`config.mk`:
```
export PLATFORM = sky130hd
export DESIGN_NAME = riscv_lsu_fsm
export DESIGN_NICKNAME = d
export VERILOG_FILES = /design/src/rtl/riscv_lsu_fsm.sv
export SDC_FILE = /design/constraint.sdc
export NUM_CORES = 1
export LEC_CHECK = 0
export CELL_PAD_IN_SITES_DETAIL_PLACEMENT = 0
export CELL_PAD_IN_SITES_GLOBAL_PLACEMENT = 2
export CORE_ASPECT_RATIO = 1.25
export CORE_MARGIN = 2
export CORE_UTILIZATION = 33
export CTS_BUF_LIST = sky130_fd_sc_hd__clkbuf_4 sky130_fd_sc_hd__clkbuf_8 sky130_fd_sc_hd__clkbuf_16
export CTS_CLUSTER_SIZE = 14
export DETAILED_ROUTE_END_ITERATION = 6
export DONT_BUFFER_PORTS = 1
export GPL_ROUTABILITY_DRIVEN = 0
export PLACE_DENSITY_LB_ADDON = 0.1
export SYNTH_ARGS = -nofsm -noshare
export SYNTH_HDL_FRONTEND = slang
export SYNTH_SLANG_ARGS = --single-unit
export TNS_END_PERCENT = 50
```
`constraint.sdc`:
```
create_clock -name clk_i -period 2.4 [get_ports clk_i]
set_clock_uncertainty 0.15 [all_clocks]
set_input_delay 0.48 -clock clk_i [delete_from_list [all_inputs] [get_ports clk_i]]
set_output_delay 0.48 -clock clk_i [all_outputs]
set_load 0.005 [all_outputs]
```
`src/rtl/riscv_lsu_fsm.sv`:
```
// rtl/riscv_lsu_fsm.sv - registered load/store unit FSM with bus timeout and access-error reporting
// Optional misaligned access splitting is enabled by defining RISCV_LSU_MISALIGN_SPLIT_EN.
module riscv_lsu_fsm #(
  parameter int ADDR_W         = 32,
  parameter int TIMEOUT_CYCLES = 256
) (
  input  logic              clk_i,
  input  logic              rst_i,
  input  logic              core_req_i,
  input  logic              core_we_i,
  input  logic [2:0]        core_size_i,
  input  logic [ADDR_W-1:0] core_addr_i,
  input  logic [31:0]       core_wd_i,
  output logic [31:0]       core_rd_o,
  output logic              core_stall_o,
  output logic              core_err_o,
  output logic              mem_req_o,
  output logic              mem_we_o,
  output logic [3:0]        mem_be_o,
  output logic [ADDR_W-1:0] mem_addr_o,
  output logic [31:0]       mem_wd_o,
  input  logic [31:0]       mem_rd_i,
  input  logic              mem_ready_i
);

  localparam logic [2:0] LDST_B  = 3'd0;
  localparam logic [2:0] LDST_H  = 3'd1;
  localparam logic [2:0] LDST_W  = 3'd2;
  localparam logic [2:0] LDST_BU = 3'd4;
  localparam logic [2:0] LDST_HU = 3'd5;

  localparam int CNT_W = (TIMEOUT_CYCLES > 1) ? $clog2(TIMEOUT_CYCLES + 1) : 1;
  localparam logic [CNT_W-1:0] TMO_LAST = (TIMEOUT_CYCLES > 0) ? CNT_W'(TIMEOUT_CYCLES - 1) : '0;

  typedef enum logic [1:0] {IDLE, LO, HI, RESP} state_t;

  state_t            state, state_nxt;
  logic              we_q;
  logic [2:0]        size_q;
  logic [ADDR_W-1:0] addr_q;
  logic [31:0]       wd_q;
  logic [31:0]       lo_data_q;
  logic [CNT_W-1:0]  cnt_q;

  logic              size_ok, align_ok;
  logic [1:0]        off;
  logic [3:0]        base_be, be_lo, be_hi;
  logic              crosses;
  logic [63:0]       wd_dbl, merged_dbl;
  logic [31:0]       res_lo, merged, ext_data;
  logic [ADDR_W-1:0] word_addr, hi_addr;
  logic              tmo_hit;

  logic              capture_req, capture_lo, cnt_clr, cnt_inc, resp_set, resp_err;

  always_comb begin
    size_ok = (core_size_i == LDST_B) || (core_size_i == LDST_H) || (core_size_i == LDST_W) ||
              (core_size_i == LDST_BU) || (core_size_i == LDST_HU);
`ifdef RISCV_LSU_MISALIGN_SPLIT_EN
    align_ok = 1'b1;
`else
    align_ok = (core_size_i[1:0] == 2'd0) ||
               (core_size_i[1:0] == 2'd1 && !core_addr_i[0]) ||
               (core_size_i[1:0] == 2'd2 && core_addr_i[1:0] == 2'b00);
`endif
  end

  always_comb begin
    off = addr_q[1:0];
    case (size_q[1:0])
      2'd0:    base_be = 4'b0001;
      2'd1:    base_be = 4'b0011;
      default: base_be = 4'b1111;
    endcase
    be_lo = base_be << off;
    be_hi = base_be >> (3'd4 - {1'b0, off});
`ifdef RISCV_LSU_MISALIGN_SPLIT_EN
    crosses = |be_hi;
`else
    crosses = 1'b0;
`endif
    wd_dbl    = {wd_q, wd_q} << {off, 3'b000};
    word_addr = {addr_q[ADDR_W-1:2], 2'b00};
    hi_addr   = word_addr + ADDR_W'(4);
    tmo_hit   = (TIMEOUT_CYCLES != 0) && (cnt_q == TMO_LAST);
  end

  // Final data arrives on mem_rd_i in the same cycle the response is registered.
  always_comb begin
    res_lo     = (state == HI) ? lo_data_q : mem_rd_i;
    merged_dbl = {mem_rd_i, res_lo} >> {off, 3'b000};
    merged     = merged_dbl[31:0];
    case (size_q)
      LDST_B:  ext_data = {{24{merged[7]}}, merged[7:0]};
      LDST_H:  ext_data = {{16{merged[15]}}, merged[15:0]};
      LDST_BU: ext_data = {24'b0, merged[7:0]};
      LDST_HU: ext_data = {16'b0, merged[15:0]};
      default: ext_data = merged;
    endcase
  end

  always_comb begin
    state_nxt    = state;
    core_stall_o = 1'b0;
    mem_req_o    = 1'b0;
    mem_we_o     = 1'b0;
    mem_be_o     = 4'b0000;
    mem_addr_o   = '0;
    mem_wd_o     = 32'b0;
    capture_req  = 1'b0;
    capture_lo   = 1'b0;
    cnt_clr      = 1'b0;
    cnt_inc      = 1'b0;
    resp_set     = 1'b0;
    resp_err     = 1'b0;
    case (state)
      IDLE: begin
        if (core_req_i) begin
          core_stall_o = 1'b1;
          capture_req  = 1'b1;
          cnt_clr      = 1'b1;
          if (!size_ok || !align_ok) begin
            state_nxt = RESP;
            resp_set  = 1'b1;
            resp_err  = 1'b1;
          end else begin
            state_nxt = LO;
          end
        end
      end
      LO, HI: begin
        core_stall_o = 1'b1;
        mem_req_o    = 1'b1;
        mem_we_o     = we_q;
        mem_be_o     = (state == LO) ? be_lo : be_hi;
        mem_addr_o   = (state == LO) ? word_addr : hi_addr;
        mem_wd_o     = wd_dbl[63:32];
        if (mem_ready_i) begin
          cnt_clr = 1'b1;
          if (state == LO && crosses) begin
            capture_lo = 1'b1;
            state_nxt  = HI;
          end else begin
            state_nxt = RESP;
            resp_set  = 1'b1;
          end
        end else if (tmo_hit) begin
          cnt_clr   = 1'b1;
          state_nxt = RESP;
          resp_set  = 1'b1;
          resp_err  = 1'b1;
        end else begin
          cnt_inc = 1'b1;
        end
      end
      default: state_nxt = IDLE;
    endcase
  end

  always_ff @(posedge clk_i) begin
    if (rst_i) begin
      state     <= IDLE;
      we_q      <= 1'b0;
      size_q    <= 3'b0;
      addr_q    <= '0;
      wd_q      <= 32'b0;
      lo_data_q <= 32'b0;
      cnt_q     <= '0;
      core_rd_o <= 32'b0;
      core_err_o <= 1'b0;
    end else begin
      state <= state_nxt;
      if (capture_req) begin
        we_q   <= core_we_i;
        size_q <= core_size_i;
        addr_q <= core_addr_i;
        wd_q   <= core_wd_i;
      end
      if (capture_lo) lo_data_q <= mem_rd_i;
      if (cnt_clr)      cnt_q <= '0;
      else if (cnt_inc) cnt_q <= cnt_q + 1'b1;
      // Stores and failed accesses return zero so stale data never leaks to the core.
      if (resp_set) begin
        core_err_o <= resp_err;
        core_rd_o  <= (resp_err || we_q) ? 32'b0 : ext_data;
      end
    end
  end

endmodule

```
==> results.md <==
- Stages on worst setup path: 5
- Synthesized instance count: 806
- CP bufs+invs: 1
- Total GRT Usage: 20.7%
- Status: finished with violations
- CP top delay family: simple AND/OR/NAND/NOR gates
- Final ANT Viol Nets: 0
- Worst-Skew Late Latency: 0.36 ns
- RSZ-0062 raised after global routing: true
- Clock net sink count: 112
- Starting Density: 33.6%
- Cell chain of the critical path: nand4_1, or4_4, buf_8, or4_1, a21oi_2
- CTS clk-pin slew, worst paths: 0.08 ns
- Final total power: 7.71 mW
- Slowest-stage cell, CP: or4_4
- Crit path required time: 1.77 ns
- HP Start: rst_i
- # rows: 58
- RR Endpoint: cnt_q[7]
- Die Height: 164 um
- Drt wl/cell: 20.2 um
- Initial antenna violation count: 0
- Synth Warn #: 0
- Distinct cell type count of the synthesized netlist: 54
- TritonCTS buffer count: 9
- Post-synthesis cell area: 6790 um2
- Hold depth: 1
- Worst slack, placed: -0.304 ns
- Final nets: 964
- DIE AREA: 21,700 um2
- Ys async rst share: 0%
- P_leak: 3.00 nW
- Via density: 5.55
- Max H-tree Level: 3
- Leading cell type in the layout, fill and taps excluded: nand2_1
- CP endpoint kind: output pin
- Hold slack: 0.0380 ns
- Max_slew headroom: 53.6%
- Worst r2r path cells: 8
- Chip Width: 132 um
- CTS Buffer Depth: 2
- R2R setup slack: 0.14 ns
- Final max-slew violation count: 0
- Most frequent cells in the layout: nand2_1, dfxtp_1, buf_4, a21oi_1, mux4_2
- Fmax: 361 MHz
- Clock Tree Root: clkbuf_16
- #FFs+latches synth: 112
- Mean Syn Cell Area: 8.42 um2
- Kind of critical path: flip-flop to output pin
- Pin count of the biggest net entering global routing: 76
- Top-area cell type share of the netlist area: 33.0%
- TritonCTS clock tree: done
- Final routed DRC violation total: 0
- Port Buffers: 0
- Fin worst setup slack: -0.373 ns
- Number of synthesized flops with an enable pin: 0
- Final Hold Fails: 0
- Fin crit share: 116%
- Initial detailed-routing violation count: 360
- Post-synth top flop: dfxtp_1
- Crit Path Max Fanout: 13
- Detailed Place HPWL: 15,600 um
- Area Growth Syn to Fin: 27.5%
- Worst EP arrival: 2.14 ns
- ANT cells: 0
- Post-synthesis sequential area ratio: 33.0%
- Hold endpoint: addr_q[6]
- Number of global-route vias before repair: 6,193
- Synth area leaders: dfxtp_1, mux4_2, nand2_1, a21oi_1, and2_1
- VDD IR-drop max: 450 uV
- First-pass GRT wire length: 35,300 um
- Worst R2R Start: state[0]
- Pwr dens: 891 nW/um2
- Grt total ovfl: 0
- Share of layout cells above drive strength 1: 32.3%
- Post-synth top area cell: dfxtp_1
- # IOs: 208
- WL final: 22,800 um
- Failing checks: negative setup slack
- Slew at the pin closest to its max-slew limit: 0.693 ns
- Max_cap viols: 0
- Min-Delay Path Class: primary input to flip-flop
- Setup-failing EPs final: 35
- Startpoint type of the worst setup path: flip-flop
- Core Area: 20,200 um2
- Routed vias: 6,257
- Crit path time final: 2.77 ns
- Worst path max stage delay: 0.52 ns
- Pre-antenna DRT Iters: 5
-- final cells by class --
class | count | area, um2
Multi-Input combinational cell | 591 | 4610
Fill cell | 2074 | 11500
Clock buffer | 13 | 285
Clock inverter | 3 | 21.3
Sequential cell | 112 | 2270
Timing Repair Buffer | 96 | 960
Inverter | 42 | 163
Tap cell | 270 | 338
-- timing repair --
item	4_1_cts	5_1_grt
setup endpoints to repair	84	94
setup buffers	16	10
endpoints found under the hold margin	0	0
hold buffers	0	0
cloned	7	0
pin swaps	31	17
resized for setup	99	46
-- state kept, by name, indices dropped and copies added (netlist names) --
name,flops
addr_q,32
core_err_o,1
state,2
wd_q,32
we_q,1
core_rd_o,32
size_q,3
cnt_q,9
-- worst max-delay path by stage --
| stage | startpoint | end | slack (ns) |
|---|---|---|---|
| after floorplan | state[1] | mem_addr_o[30] | -0.03 |
| after global placement | mem_rd_i[31] | core_rd_o[22] | -0.22 |
| after detailed placement | mem_rd_i[31] | core_rd_o[31] | -0.30 |
| after CTS | addr_q[17] | mem_addr_o[27] | -0.38 |
| after global routing | addr_q[11] | mem_addr_o[27] | -0.43 |
| final | addr_q[17] | mem_addr_o[25] | -0.37 |
-- kinds of logic (layout without fill, tap and decap cells) --
logic type / after synthesis / count (layout) / share of synthesized area [%]
muxes: 69 / 69 / 17.7
other: 1 / 2 / 0.0553
buffers and inverters: 105 / 154 / 6.32
xor gates and xnor gates: 18 / 18 / 2.32
and+or+nand+nor: 300 / 301 / 20.8
DFF: 112 / 112 / 33.0
AOI/OAI and AO/OA: 193 / 193 / 18.3
adders and majority gates: 8 / 8 / 1.47
-- synth_stat cells (2+ instances only) --
cell type,count
nand2_1,155
dfxtp_1,112
a21oi_1,93
inv_1,42
nor2_1,41
mux4_2,40
clkbuf_1,38
and2_1,34
mux2i_1,21
buf_2,16
o22ai_1,16
o2bb2ai_1,16
o32ai_1,16
xnor2_1,13
or4_1,12
o21ai_0,11
o31ai_1,11
nand3_1,10
ha_1,8
mux2_2,8
nand4_1,8
a221oi_1,7
a22o_1,7
nor3_1,7
or3_1,7
buf_1,6
nor4_1,6
nand2b_1,5
xor2_1,5
a211oi_1,3
nand3b_1,3
o211ai_1,3
a21o_1,2
and3_1,2
buf_4,2
nor3b_1,2
-- report_power, final --
part           total (mW)  internal, mW  leakage (nW)  switching, mW
combinational        3.64          1.64          1.93           2.01
clock                1.58         0.841         0.151          0.739
sequential           2.49          2.19         0.921          0.299
-- stage by stage --
stage                     std cells  area (um2)  util, %  TNS [ns]
after floorplan                 807        6850        -   -0.0325
after global placement         1081        7430     36.9     -4.28
after detailed placement       1081        7430     36.9     -5.10
after CTS                      1119        8400     41.6     -6.77
after global routing           1127        8650     42.9     -8.32
final                          1127        8650     42.9     -5.98
-- metal layers --
metal,vias to the layer above,track usage (%),share of wire [%]
met5,-,0,0
met4,0,9.09,3.0
met3,33,5.09,7.0
met2,218,34.7,49
met1,3021,25.3,41
li1,2985,-,-
Power figures use the tool's default switching activity.
